<file path="config.mk">
export PLATFORM = sky130hd
export DESIGN_NAME = gb_swap_sched
export DESIGN_NICKNAME = d
export VERILOG_FILES = /design/src/rtl/gb_swap_sched.sv
export SDC_FILE = /design/constraint.sdc
export NUM_CORES = 1
export LEC_CHECK = 0
export CAP_MARGIN = 20
export CORE_AREA = 2 2 77 79
export DETAILED_ROUTE_END_ITERATION = 16
export DIE_AREA = 0 0 79 81
export DONT_BUFFER_PORTS = 1
export PLACE_DENSITY = 0.74
export SLEW_MARGIN = 20
export SYNTH_ARGS = -nofsm -noshare
export SYNTH_HDL_FRONTEND = slang
export SYNTH_SLANG_ARGS = --single-unit
</file>
<file path="constraint.sdc">
create_clock -name clock -period 2.33 [get_ports clock]
set_input_delay 0.233 -clock clock [delete_from_list [all_inputs] [get_ports clock]]
set_output_delay 0.233 -clock clock [all_outputs]
set_load 0.01 [all_outputs]
</file>
<file path="src/rtl/gb_swap_sched.sv">
// Global-buffer bank role sequencer: counts fill beats, collects read-done pulses, rotates bank mapping.
// Optional GB_SCHED_PERF_EN adds stall_cycles, a saturating count of cycles spent waiting on readers.
module gb_swap_sched #(
   parameter int NUM_RBANK = 2,
   parameter int NUM_WBANK = 1,
   parameter int DEPTH     = 128
) (
   input  logic                                           clock,
   input  logic                                           reset_n,
   input  logic                                           start,
   input  logic [15:0]                                    num_batches,
   input  logic                                           wr_beat,
   output logic                                           wr_ready,
   input  logic [NUM_RBANK-1:0]                           rd_done,
   output logic [NUM_RBANK*$clog2(NUM_RBANK+NUM_WBANK)-1:0] rsel,
   output logic [NUM_WBANK*$clog2(NUM_RBANK+NUM_WBANK)-1:0] wsel,
   output logic                                           swap,
   output logic                                           busy,
   output logic                                           done,
   output logic [2:0]                                     state_dbg
`ifdef GB_SCHED_PERF_EN
   ,
   output logic [31:0]                                    stall_cycles
`endif
);

   localparam int NB     = NUM_RBANK + NUM_WBANK;
   localparam int SEL_W  = $clog2(NB);
   localparam int FILL_W = $clog2(DEPTH + 1);
   localparam int LOAD_W = $clog2(NUM_RBANK + 1);

   // Handshake: wr_beat counts only in a cycle where wr_ready is high; there is no back-pressure
   // on rd_done, a pulse is either latched into its port flag or dropped.
   typedef enum logic [2:0] {
      S_IDLE    = 3'd0,
      S_FILL    = 3'd1,
      S_WAIT_RD = 3'd2,
      S_SWAP    = 3'd3,
      S_DRAIN   = 3'd4
   } state_t;

   state_t                 state, state_nxt;
   logic [SEL_W-1:0]       base;
   logic [FILL_W-1:0]      fill_cnt;
   logic [15:0]            batch_cnt;
   logic [15:0]            nb_q;
   logic [LOAD_W-1:0]      loaded;
   logic [NUM_RBANK-1:0]   rd_flags;
   logic [NUM_RBANK-1:0]   valid_mask;
   logic [NUM_RBANK-1:0]   rd_hit;
   logic                   all_rd;
   logic                   start_ok;
   logic                   done_q;

   // Index sums never exceed 2*NB-2, so a single conditional subtract is a full modulo.
   function automatic logic [SEL_W-1:0] wrap_nb(input int v);
      int r;
      r = (v >= NB) ? v - NB : v;
      return SEL_W'(r);
   endfunction

   function automatic logic [LOAD_W-1:0] next_loaded(input logic [LOAD_W-1:0] l);
      int s;
      s = int'(l) + NUM_WBANK;
      if (s > NUM_RBANK) s = NUM_RBANK;
      return LOAD_W'(s);
   endfunction

   always_comb begin
      valid_mask = '0;
      for (int i = 0; i < NUM_RBANK; i++)
         if (i >= NUM_RBANK - int'(loaded)) valid_mask[i] = 1'b1;
   end

   // A rd_done arriving this cycle counts toward completion immediately.
   assign rd_hit = rd_done & valid_mask;
   assign all_rd = &(rd_flags | rd_hit | ~valid_mask);

   always_comb begin
      wsel = '0;
      rsel = '0;
      for (int j = 0; j < NUM_WBANK; j++)
         wsel[j*SEL_W +: SEL_W] = wrap_nb(int'(base) + j);
      for (int i = 0; i < NUM_RBANK; i++)
         rsel[i*SEL_W +: SEL_W] = wrap_nb(int'(base) + NUM_WBANK + i);
   end

   always_comb begin
      state_nxt = state;
      wr_ready  = 1'b0;
      swap      = 1'b0;
      start_ok  = 1'b0;
      case (state)
         S_IDLE: begin
            if (start) begin
               start_ok = 1'b1;
               if (num_batches != 16'd0) state_nxt = S_FILL;
            end
         end
         S_FILL: begin
            wr_ready = 1'b1;
            if (wr_beat && fill_cnt == FILL_W'(DEPTH - 1)) state_nxt = S_WAIT_RD;
         end
         S_WAIT_RD: if (all_rd) state_nxt = S_SWAP;
         S_SWAP: begin
            swap      = 1'b1;
            state_nxt = (batch_cnt + 16'd1 == nb_q) ? S_DRAIN : S_FILL;
         end
         S_DRAIN: if (all_rd) state_nxt = S_IDLE;
         default: state_nxt = S_IDLE;
      endcase
   end

   always_ff @(posedge clock or negedge reset_n) begin
      if (!reset_n) state <= S_IDLE;
      else          state <= state_nxt;
   end

   always_ff @(posedge clock or negedge reset_n) begin
      if (!reset_n) begin
         base      <= '0;
         fill_cnt  <= '0;
         batch_cnt <= '0;
         nb_q      <= '0;
         loaded    <= '0;
         rd_flags  <= '0;
         done_q    <= 1'b0;
      end else begin
         done_q <= (start_ok && num_batches == 16'd0) || (state == S_DRAIN && all_rd);
         case (state)
            S_IDLE: begin
               if (start_ok && num_batches != 16'd0) begin
                  nb_q      <= num_batches;
                  base      <= '0;
                  fill_cnt  <= '0;
                  batch_cnt <= '0;
                  loaded    <= '0;
                  rd_flags  <= '0;
               end
            end
            S_FILL: begin
               rd_flags <= rd_flags | rd_hit;
               if (wr_beat) fill_cnt <= fill_cnt + FILL_W'(1);
            end
            S_WAIT_RD, S_DRAIN: rd_flags <= rd_flags | rd_hit;
            S_SWAP: begin
               base      <= wrap_nb(int'(base) + NUM_WBANK);
               loaded    <= next_loaded(loaded);
               batch_cnt <= batch_cnt + 16'd1;
               fill_cnt  <= '0;
               rd_flags  <= '0;
            end
            default: ;
         endcase
      end
   end

   assign busy      = (state != S_IDLE);
   assign done      = done_q;
   assign state_dbg = state;

`ifdef GB_SCHED_PERF_EN
   always_ff @(posedge clock or negedge reset_n) begin
      if (!reset_n)
         stall_cycles <= '0;
      else if (start_ok)
         stall_cycles <= '0;
      else if ((state == S_WAIT_RD || state == S_DRAIN) && stall_cycles != 32'hFFFF_FFFF)
         stall_cycles <= stall_cycles + 32'd1;
   end
`endif

endmodule

</file>
; ---- Word level (Yosys, flattened, before mapping)
; Index checks and enable logic that the tools add are counted.
[op_classes]
addsub = 9
bitwise = 4
n_lt_le_gt_ge = 6
reduce_logical = 19
n_mux = 26
n_eq_ne = 13
[op_table]
columns = op, count
row1 = 16-bit one-hot mux with 2 select lines, 1
row2 = 8-bit one-hot mux with 3 select lines, 1
row3 = 3-bit two-way mux, 6
row4 = "16-bit by 1-bit adder with 16-bit output, second input constant", 1
row5 = 16-bit == test, 1
row6 = 16-bit zero test, 1
row7 = 16-bit two-way mux, 1
row8 = 8-bit two-way mux, 2
row9 = 16-bit nonzero test, 1
row10 = 3-bit one-hot mux with 5 select lines, 1
row11 = "2-bit inequality test, second input constant", 7
row12 = 2-bit two-way mux, 5
row13 = 3-bit nonzero test, 3
row14 = "8-bit by 1-bit adder with 8-bit output, second input constant", 1
row15 = "8-bit by 7-bit == test with 1-bit output, second input constant", 1
row16 = 2-bit one-hot mux with 2 select lines, 2
row17 = 2-bit AND reduction, 4
row18 = "2-bit by 1-bit adder with 3-bit output, second input constant", 2
row19 = "3-bit by 2-bit == test with 1-bit output, second input constant", 2
row20 = 1-bit two-way mux, 6
row21 = 2-bit one-hot mux with 3 select lines, 1
row22 = "2-bit subtractor, second input constant", 3
row23 = 5-bit AND reduction, 1
row24 = "3-bit by 1-bit adder with 4-bit output, second input constant", 1
row25 = other kinds (18), 22
[word_totals]
register_bits = 50
inputBits = 22
output_inout_bits = 13
word_cells = 85

; ---- Depth between registers and ports, before layout
; Gate-level depths: netlist (run 1).
[depth]
depth_word = 9
mapped_depth = 9
ltp_nobuf = 7

; ---- Worst setup path after synthesis (run 1)
; No wires, ideal clock.
[synth_path]
path_type = flip-flop to flip-flop
from = reg batch_cnt[1]
to = reg state[0] (netlist: state_dbg[0])
setup_time_ps = 124
path_stages_with_launch = 9
setup_slack_ps = 87
required_time_ps = 2206
n_path_buf = 1
period_less_slack_ps = 2243
t_arrival_ps = 2118
path_cell_list = dfrtp_1 ha_1 buf_2 nand4_1 nor4_4 o221ai_1 or4b_4 nor3_1 a21oi_1
[synth_via]
elab_chain_len = 4
[synth_lines]
columns = item, line
row1 = start: declaration, 45  ; logic [15:0] batch_cnt;
row2 = start signal: assignment, 149  ; batch_cnt <= batch_cnt + 16'd1;
row3 = 16-bit by 1-bit adder with 16-bit output, 107  ; state_nxt = (batch_cnt + 16'd1 == nb_q) ? S_DRAIN : S_FILL;
row4 = 16-bit == test, 107
row5 = 3-bit two-way mux, 107
row6 = 3-bit one-hot mux with 5 select lines, 93  ; case (state)
row7 = end signal: assignment, 116  ; else state <= state_nxt;
row8 = end: declaration, 42  ; state_t state, state_nxt;
; Every way passes these cells.
; A chain may end at the register's enable or synchronous reset.

; ---- Worst setup path after layout (run 1)
[layout_path]
from = reg batch_cnt[5]
to = reg state[0] (netlist: state_dbg[0])
; The elaborated chain is that of the path after synthesis.

==> reports/qor.yml, run 1 <==
power_and_ir_drop:
  power_switching_mw: 1.46
  total_power_mw: 3.61
  power_frac_clock_pct: 17.1
  intPower_mw: 2.14
  swShare_pct: 40.5
  peakVddDrop_mv: 0.833
  p_leak_nw: 1.40
  power_frac_seq_pct: 38.6
  combPwrFrac_pct: 44.3
  p_per_area_mw_per_mm2: 1080
placement:
  hpwlAfterDp_um: 5150
  dpl_cell_area_mm2: 0.00320
  place_inst: 403
  pre_cts_slack_ns: 0.177
  io_buffers: 0
  gp_congestion: 0.878
synthesis:
  synth_warnings: 0
  ys_ff_latch: 50
  synth_area_mm2: 0.00310
  synth-edff-count: 0
  seq_area_frac_synth_pct: 40.3
  ys.flop_type: "dfrtp_1"
  ys_types: 56
  synth_fp_nets: 361
  avgSynthCellArea_um2: 9.29
  ys_async_sr_fraction_pct: 100
  synth.largest_area_cell: "dfrtp_1"
  synth_area_leaders: "dfrtp_1, mux2_2, xnor2_1"
  syn_inst: 334
  synth_top_area_share_pct: 40.3
clock_network:
  cts.sinks: 50
  insertion_delay_ns: 0.31
  ctsLongestPathBuffers: 2
  cts-resized-gates: 0
  numCtsBuffers: 5
  clkTransAtPathRegs_ns: 0.09
  htreeDepth: 2
  cts_tree: "done"
  cts_root_buf: "clkbuf_8"
drt:
  route.vias.total: 2539
  routed_wl_um: 7090
  first_pass_iters: 4
  viasPerCell: 6.15
  antenna_left: 0
  drc_errors: 0
  drt_iter0_markers: 202
  post_drt_wl_per_cell_um: 17.2
grt:
  grt_max_degree: 51
  grt-ovfl-total: 0
  grt_pass1_vias: 2469
  antenna_found_initial: 0
  globalRouteTotalUtil_pct: 23.1
  grt_pass1_wl_um: 11600
layout:
  most-common-layout-cells: "dfrtp_1, nand2_1, o21ai_0, nor2_1, xnor2_1"
  final_core_util_pct: 59.1
  num_antenna_cells: 0
  area_growth_pct: 8.07
  final_common_cell: "dfrtp_1"
  fillers: 513
  stdcell_count: 413
  drive_above_1_share_pct: 15.7
  nets: 364
  fin_area_mm2: 0.00335
critical_path:
  r2r_slack_ns: 0.14
  end_kind: "flop"
  cp_max_fo: 12
  crit_required_ns: 2.53
  arrival_ns: 2.39
  cp_top_family: "simple AND/OR/NAND/NOR gates"
  path_cells: "nand4_4 > nor4_4 > o221ai_1 > or4b_4 > nor3_1 > a21oi_1"
  max_stage_delay_ns: 0.58
  cp.buffers_inverters: 0
  crit_type: "reg2reg"
  slowest_stage: "dfrtp_1"
  worstSetupStartpointType: "flop"
flow_run:
  max_cap_viol_count: 0
sta:
  setup_slack_ns: 0.136
  finalHoldViolCount: 0
  setup_violations: 0
  post-route-period-util_pct: 94.2
  slew_headroom_pct: 64.0
  timing.setup.tns_ns: 0
  rsz0062_at_grt: "false"
  fin_hold_ws_ns: 0.0698
  clock.fmax_mhz: 456
  drv_slew: 0
  skew_ns: 0.00684
  tightest_slew_ns: 0.534
  fin_crit_ns: 2.19
floorplanning:
  start_util_pct: 54.7
  dieArea_mm2: 0.00640
  io_pins: 35
  design.core.area_mm2: 0.00568
  rows: 28
  die_w_um: 79
  dieHeight_um: 81
status:
  outcome: "finished, final reports clean"
min_path:
  hold_path_class: "in2reg"
power groups by stage:
stage / logic, mW / registers, mW / clock network (mW)
final: 1.60 / 1.39 / 0.617
after global routing: 1.77 / 1.43 / 0.674
after CTS: 1.59 / 1.39 / 0.640
after detailed placement: 1.56 / 1.41 / 0
after global placement: 1.53 / 1.39 / 0
after floorplan: 1.25 / 1.31 / 0
layer usage:
layer | GRT usage [%] | vias up | part of all wire (%) | wire, um
met1 | 29.5 | 1233 | 43 | 3060
met5 | 0 | - | 0 | 0
met3 | 5.00 | 16 | 6.6 | 465
li1 | - | 1209 | - | -
met4 | 9.83 | 0 | 2.4 | 170
met2 | 38.1 | 81 | 48 | 3400
cell usage after synthesis, drive strengths merged (3+ instances only):
cell,n
buf,15
o21ai,28
nand2,28
a31oi,5
nand3,17
nor4,11
inv,10
xnor2,20
dfrtp,50
ha,5
mux2,17
nor3b,3
nor2,27
xor2,8
o41ai,3
nand4,8
and3,3
clkbuf,8
o31ai,6
nor3,7
a21oi,17
registers in the layout (all words and copies together), names as in the netlist:
signal,flops
fill_cnt,8
rd_flags,2
batch_cnt,16
done,1
loaded,2
base,2
nb_q,16
state_dbg,3
cell families (layout without fill, tap and decap cells):
| kind of cell | count (synthesis) | after routing | synth area share, % |
|---|---|---|---|
| flip-flops | 50 | 50 | 40.3 |
| multiplexers | 18 | 18 | 6.49 |
| XOR/XNOR | 28 | 28 | 7.91 |
| adder cells (fa/ha/maj) | 5 | 5 | 2.02 |
| AO/OA/AOI/OAI | 79 | 79 | 16.1 |
| buffers and inverters | 34 | 38 | 5.16 |
| AND/OR/NAND/NOR | 120 | 120 | 22.0 |
path summary, 6_finish.rpt:
path                                 start             to  depth (start not counted)
setup / recovery              batch_cnt[5]   state_dbg[0]                          6
setup reg to reg              batch_cnt[5]   state_dbg[0]                          6
hold / removal             num_batches[14]       nb_q[14]                          1
max in group asynchronous          reset_n   batch_cnt[3]                          2
hold reg to reg              batch_cnt[15]  batch_cnt[15]                          1
min in group asynchronous          reset_n  batch_cnt[11]                          2
cell type report:
class | instances | area (um^2) | share of cell area [%]
Clock inverter | 2 | 37.5 | 1.12
Inverter | 11 | 41.3 | 1.23
Timing Repair Buffer | 19 | 165 | 4.93
Tap cell | 75 | 93.8 | 2.80
Clock buffer | 6 | 72.6 | 2.16
Multi-Input combinational cell | 250 | 1690 | 50.4
Sequential cell | 50 | 1250 | 37.3
repair_timing:
action                    4_1_cts  5_1_grt
hold endpoints to repair       50        0
hold buffers                    2        0
buffers inserted                0        0
Power figures use the tool's default switching activity.
==> inputs of run 2 (changes only) <==
--- a/config.mk
+++ b/config.mk
@@ -5,10 +5,11 @@
 export SDC_FILE = /design/constraint.sdc
 export NUM_CORES = 1
 export LEC_CHECK = 0
+export ABC_AREA = 1
 export CAP_MARGIN = 20
-export CORE_AREA = 2 2 77 79
+export CORE_AREA = 2 2 75 77
 export DETAILED_ROUTE_END_ITERATION = 16
-export DIE_AREA = 0 0 79 81
+export DIE_AREA = 0 0 77 79
 export DONT_BUFFER_PORTS = 1
 export PLACE_DENSITY = 0.74
 export SLEW_MARGIN = 20
==> run 2 against run 1 <==
Sequential share of layout area is 2.7 points higher. Clock power shrank 21%. Setup slack better by 0.19 ns. Sequential cell count unchanged. Synthesized cell count increased by 19%. Register-to-register slack improved by 0.19 ns. Largest cell class unchanged. Hold slack better by 0.016 ns. Clock skew fell by 0.0019 ns. Area after synthesis decreased by 4.9%.
==> reports/qor.yml, run 2 <==
power_and_ir_drop:
  p_per_area_mw_per_mm2: 1170  # +8.5%
  p_leak_nw: 1.49  # +6.9%
  power_frac_seq_pct: 42.0  # +3.4 points
  intPower_mw: 2.01  # -6.4%
  total_power_mw: 3.65  # +1.2%
  combPwrFrac_pct: 44.8  # +0.5 points
  power_frac_clock_pct: 13.3  # -3.8 points
  power_switching_mw: 1.64  # +12%
  swShare_pct: 45.0  # +4.4 points
  peakVddDrop_mv: 0.664  # -20%
grt:
  antenna_found_initial: 0  # unchanged
  grt-ovfl-total: 0  # unchanged
  grt_pass1_vias: 2463  # -0.24%
  grt_max_degree: 51  # unchanged
  globalRouteTotalUtil_pct: 23.2  # +0.056 points
  grt_pass1_wl_um: 11200  # -3.5%
drt:
  drc_errors: 0  # unchanged
  route.vias.total: 2513  # -1.0%
  drt_iter0_markers: 210  # +4.0%
  first_pass_iters: 4  # unchanged
  routed_wl_um: 6360  # -10%
  antenna_left: 0  # unchanged
  post_drt_wl_per_cell_um: 13.5  # -21%
  viasPerCell: 5.34  # -13%
floorplanning:
  rows: 27  # -3.6%
  dieHeight_um: 79  # -2.5%
  dieArea_mm2: 0.00608  # -4.9%
  design.core.area_mm2: 0.00534  # -6.0%
  die_w_um: 77  # -2.5%
  io_pins: 35  # unchanged
  start_util_pct: 55.3  # +0.60 points
sta:
  post-route-period-util_pct: 86.2  # -8.0 points
  skew_ns: 0.00496  # -0.00188 ns
  drv_slew: 0  # unchanged
  clock.fmax_mhz: 498  # +9.3%
  setup_slack_ns: 0.323  # +0.186 ns
  rsz0062_at_grt: "false"
  setup_violations: 0  # unchanged
  fin_crit_ns: 2.01  # -0.186 ns
  timing.setup.tns_ns: 0  # unchanged
  tightest_slew_ns: 0.455  # -0.0785 ns
  finalHoldViolCount: 0  # unchanged
  slew_headroom_pct: 69.6  # +5.7 points
synthesis:
  synth_compound_area_share_pct: 10.6  # -5.5 points
  seq_area_frac_synth_pct: 42.4  # +2.1 points
  synth_area_leaders: "dfrtp_1, nand2_1, inv_1"
  ys_ff_latch: 50  # unchanged
  yosys.area_share.adder_pct: 2.12  # +0.10 points
  synth_simple_gate_area_share_pct: 32.7  # +11 points
  synth_area_mm2: 0.00295  # -4.9%
  ys_top_cells_by_count: "nand2_1, inv_1, dfrtp_1"
  ys_types: 34  # -39%
  avgSynthCellArea_um2: 7.43  # -20%
  synthMuxAreaShare_pct: 0  # -6.5 points
  synth.most_common_cell: "nand2_1"
  synth_warnings: 0  # unchanged
  syn_inst: 397  # +19%
  synth_xor_area_share_pct: 2.72  # -5.2 points
  synth-edff-count: 0  # unchanged
  synth_fp_nets: 424  # +17%
  synth_top_area_share_pct: 42.4  # +2.1 points
  synth_top_family_by_area: "simple AND/OR/NAND/NOR gates"
  synth.largest_area_cell: "dfrtp_1"
  ys_async_sr_fraction_pct: 100  # unchanged
  ys.flop_type: "dfrtp_1"
clock_network:
  clkTransAtPathRegs_ns: 0.08  # about the same
  ctsLongestPathBuffers: 2  # unchanged
  cts_tree: "done"
  cts-resized-gates: 0  # unchanged
  htreeDepth: 2  # unchanged
  cts.sinks: 50  # unchanged
  cts_setup_buffers: 0  # unchanged
  cts_root_buf: "clkbuf_8"
  hold_buffers: 2  # unchanged
  numCtsBuffers: 5  # unchanged
  insertion_delay_ns: 0.30  # about the same
layout:
  num_antenna_cells: 0  # unchanged
  area_growth_pct: 5.94
  nets: 426  # +17%
  drive_above_1_share_pct: 6.77  # -8.9 points
  fin_area_mm2: 0.00312  # -6.8%
  most-common-layout-cells: "nand2_1, inv_1, dfrtp_1, o21ai_0, nand3_1"
  final_common_cell: "nand2_1"
  top_regs: "batch_cnt: 16 flops, nb_q: 16 flops, fill_cnt: 8 flops"
  final_core_util_pct: 58.5  # -0.53 points
critical_path:
  arrival_ns: 2.18  # -0.21 ns
  end_kind: "flop"
  crit_required_ns: 2.51  # -0.02 ns
  worstSetupStartpointType: "flop"
  crit_type: "reg2reg"
  cp_max_fo: 7  # -5
placement:
  io_buffers: 0  # unchanged
  gp_congestion: 0.880  # +0.31%
  hpwlAfterDp_um: 4670  # -9.3%
  pre_cts_slack_ns: 0.326  # +0.148 ns
  dpl_cell_area_mm2: 0.00301  # -6.1%
flow_run:
  max_cap_viol_count: 0  # unchanged
min_path:
  hold_path_class: "in2reg"
status:
  outcome: "finished, final reports clean"
## run 2: cell types whose count changed after synthesis, sizes merged, moves of 17 or more
cell   previous run  this run
nand3            17        34
xnor2            20         1
inv              10        62
nand2            28       116
mux2             17         0
## run 2: per-layer routing
metal	track usage (%)	wire length, um	vias up
li1	-	-	1279
met1	30.4	2960	1170
met2	39.0	3020	59
met3	4.43	318	5
met4	7.50	65	0
met5	0	0	-
## run 2: path summary, 6_finish.rpt
path,start,end,slack (ns),cells past startpoint
min in group asynchronous,reset_n,nb_q[7],0.44,2
worst max register to register,batch_cnt[0],state_dbg[0],0.32,12
worst max-delay path,batch_cnt[0],state_dbg[0],0.32,12
worst min-delay path,start,done,0.09,2
worst min register to register,nb_q[8],nb_q[8],0.50,2
max in group asynchronous,reset_n,nb_q[12],1.66,2
## run 2: power groups by stage
stage          Combinational (mW)  Sequential (mW)  Clock (mW)
4_1_cts                      1.64             1.53       0.495
2_1_floorplan                1.36             1.45           0
5_1_grt                      1.89             1.58       0.525
3_3_place_gp                 1.56             1.53           0
6_report                     1.63             1.53       0.485
3_5_place_dp                 1.60             1.54           0
## run 2: logic make-up after synthesis
kind of cell	after synthesis
AOI/OAI and AO/OA	57
xor gates and xnor gates	6
buffers and inverters	71
and+or+nand+nor	208
DFF	50
adders and majority gates	5
## run 2: cell type report
cell class              instances  area, um^2
clock buffers                   7        76.3
fillers                       552        2210
inverters                      62         235
multi-input cells             276        1420
flip-flops and latches         50        1250
well taps                      72        90.1
repair buffers                  4        52.6
## run 2: stage by stage
| stage | hold slack (ns) | cells |
|---|---|---|
| 2_1_floorplan | -0.0626 | 397 |
| 3_3_place_gp | -0.0608 | 462 |
| 3_5_place_dp | -0.0608 | 462 |
| 4_1_cts | 0.0791 | 471 |
| 5_1_grt | 0.0951 | 471 |
| 6_report | 0.0862 | 471 |
## run 2: worst max-delay path, cell delays in order, from the launching register on
cell and delay, ns:
dfrtp_1 0.44, ha_1 0.22, nand2_1 0.11, nor2_2 0.24, nand3_1 0.17, xnor3_1 0.22
nand2_1 0.06, nor2_1 0.10, nand3_1 0.10, nand2_1 0.08, nand2_1 0.04, nand2_1 0.06
nand2_1 0.04
==> inputs of run 3 (changes only) <==
--- a/config.mk
+++ b/config.mk
@@ -11,7 +11,7 @@
 export DETAILED_ROUTE_END_ITERATION = 16
 export DIE_AREA = 0 0 77 79
 export DONT_BUFFER_PORTS = 1
-export PLACE_DENSITY = 0.74
+export PLACE_DENSITY = 0.86
 export SLEW_MARGIN = 20
 export SYNTH_ARGS = -nofsm -noshare
 export SYNTH_HDL_FRONTEND = slang
==> run 3 against run 2 <==
Hold slack hardly changed. Largest power group unchanged. Sequential share of layout area is 0.46 points lower. Non-clock buffer count stayed put. Highest routed layer unchanged. Fmax is 2.9% lower. Clock-buffer cell count is 2 lower. Routed wire length is 4.2% higher. Critical path depth is 2 higher. Setup slack worse by 0.059 ns.
==> reports/qor.yml, run 3 (synthesis results as in run 2) <==
clock_network:
  htreeDepth: 2  # unchanged
  clkTransAtPathRegs_ns: 0.10  # +0.02 ns
  cts_root_buf: "clkbuf_8"
  insertion_delay_ns: 0.31  # about the same
  ctsLongestPathBuffers: 2  # unchanged
  numCtsBuffers: 5  # unchanged
  cts.sinks: 50  # unchanged
  cts_tree: "done"
floorplanning:
  start_util_pct: 55.3  # unchanged
  die_w_um: 77  # unchanged
  rows: 27  # unchanged
  dieArea_mm2: 0.00608  # unchanged
  design.core.area_mm2: 0.00534  # unchanged
  dieHeight_um: 79  # unchanged
  io_pins: 35  # unchanged
sta:
  clock.fmax_mhz: 484  # -2.9%
  setup_violations: 0  # unchanged
  post-route-period-util_pct: 88.7  # +2.5 points
  drv_slew: 0  # unchanged
  timing.setup.tns_ns: 0  # unchanged
  setup_slack_ns: 0.263  # -0.0592 ns
  tightest_slew_ns: 0.429  # -0.0264 ns
  rsz0062_at_grt: "false"
  skew_ns: 0.00547  # +0.000514 ns
  finalHoldViolCount: 0  # unchanged
  fin_crit_ns: 2.07  # +0.0592 ns
  slew_headroom_pct: 71.0  # +1.4 points
layout:
  fillers: 500  # -9.4%
  nets: 426  # unchanged
  drive_above_1_share_pct: 7.50  # +0.73 points
  num_antenna_cells: 0  # unchanged
  fin_area_mm2: 0.00316  # +1.2%
  most-common-layout-cells: "nand2_1, inv_1, dfrtp_1, o21ai_0, nand3_1"
  final_common_cell: "nand2_1"
  top_regs: "batch_cnt: 16 flops, nb_q: 16 flops, fill_cnt: 8 flops"
  area_growth_pct: 7.17
critical_path:
  end_kind: "flop"
  crit_type: "reg2reg"
  arrival_ns: 2.26  # +0.08 ns
  worstSetupStartpointType: "flop"
  crit_required_ns: 2.52  # about the same
  cp_max_fo: 7  # unchanged
placement:
  hpwlAfterDp_um: 4880  # +4.6%
  pre_cts_slack_ns: 0.313  # -0.0122 ns
  io_buffers: 0  # unchanged
  gp_congestion: 0.850  # -3.4%
  dpl_cell_area_mm2: 0.00301  # unchanged
power_and_ir_drop:
  p_per_area_mw_per_mm2: 1210  # +3.5%
  p_leak_nw: 1.51  # +1.4%
  peakVddDrop_mv: 0.819  # +23%
  total_power_mw: 3.82  # +4.7%
grt:
  globalRouteTotalUtil_pct: 22.8  # -0.32 points
  grt_max_degree: 51  # unchanged
  grt-ovfl-total: 0  # unchanged
  antenna_found_initial: 0  # unchanged
  grt_pass1_vias: 2506  # +1.7%
  grt_pass1_wl_um: 11000  # -1.4%
drt:
  post_drt_wl_per_cell_um: 14.0  # +4.0%
  route.vias.total: 2629  # +4.6%
  viasPerCell: 5.57  # +4.4%
  drt_iter0_markers: 179  # -15%
  first_pass_iters: 5  # +1
  antenna_left: 0  # unchanged
  drc_errors: 0  # unchanged
  routed_wl_um: 6620  # +4.2%
min_path:
  hold_path_class: "in2reg"
status:
  outcome: "finished, final reports clean"
flow_run:
  max_cap_viol_count: 0  # unchanged
run 3: changes by cell type in the layout (fill, tap and decap cells not counted), sizes merged:
cell,change
bufinv,+1
clkbuf,-2
clkinv,+1
inv,+1
run 3: what timing repair did:
action	CTS	global route
endpoints found under the hold margin	50	0
setup endpoints to repair	0	0
hold buffers	2	0
resized for setup	0	0
buffers inserted	0	0
run 3: per-layer routing:
metal  up-vias  routed length [um]  GRT usage, %
li1       1281                   -             -
met1      1236                2890          29.1
met2        97                3150          37.1
met3        15                 438          6.14
met4         0                 149          9.46
met5         -                   0             0
run 3: final cells by class:
cell class	count	area, um^2	share of cell area (%)
inverter	62	235	7.44
clock buffer	5	68.8	2.18
clock inverter	3	43.8	1.39
tap	72	90.1	2.85
multi-input combinational	276	1420	44.9
timing repair buffer	4	52.6	1.66
sequential	50	1250	39.6
run 3: worst max-delay path: stages, from the launching register on:
cell	delay [ns]
dfrtp_1	0.44
ha_1	0.23
nand2_1	0.12
nor2_2	0.25
nand4_1	0.18
nand2_1	0.13
nand2_1	0.06
nand2_1	0.07
nand2_1	0.05
nor2_1	0.09
nand3_1	0.11
nand2_1	0.08
nand2_1	0.04
nand2_1	0.06
nand2_1	0.05
run 3: metrics by stage:
step / util (%) / hold slack [ns] / std cells
after floorplan: - / -0.0626 / 397
after global placement: 56.4 / -0.0613 / 462
after detailed placement: 56.4 / -0.0613 / 462
after CTS: 59.2 / 0.0826 / 472
after global routing: 59.2 / 0.0916 / 472
final: 59.2 / 0.0863 / 472
run 3: worst paths after layout:
check                                start  slack, ns  cells after the start      endpoint
min                        num_batches[15]       0.09                      2      nb_q[15]
max                           batch_cnt[0]       0.26                     14  state_dbg[0]
min in group asynchronous          reset_n       0.41                      2  batch_cnt[9]
min reg2reg                      loaded[0]       0.50                      2     loaded[0]
max reg2reg                   batch_cnt[0]       0.26                     14  state_dbg[0]
max in group asynchronous          reset_n       1.67                      2  batch_cnt[6]
run 3: power breakdown:
part / switching (mW) / internal (mW) / total, mW
registers: 0.331 / 1.20 / 1.53
clock network: 0.308 / 0.322 / 0.630
logic: 1.06 / 0.598 / 1.66
total: 1.70 / 2.12 / 3.82
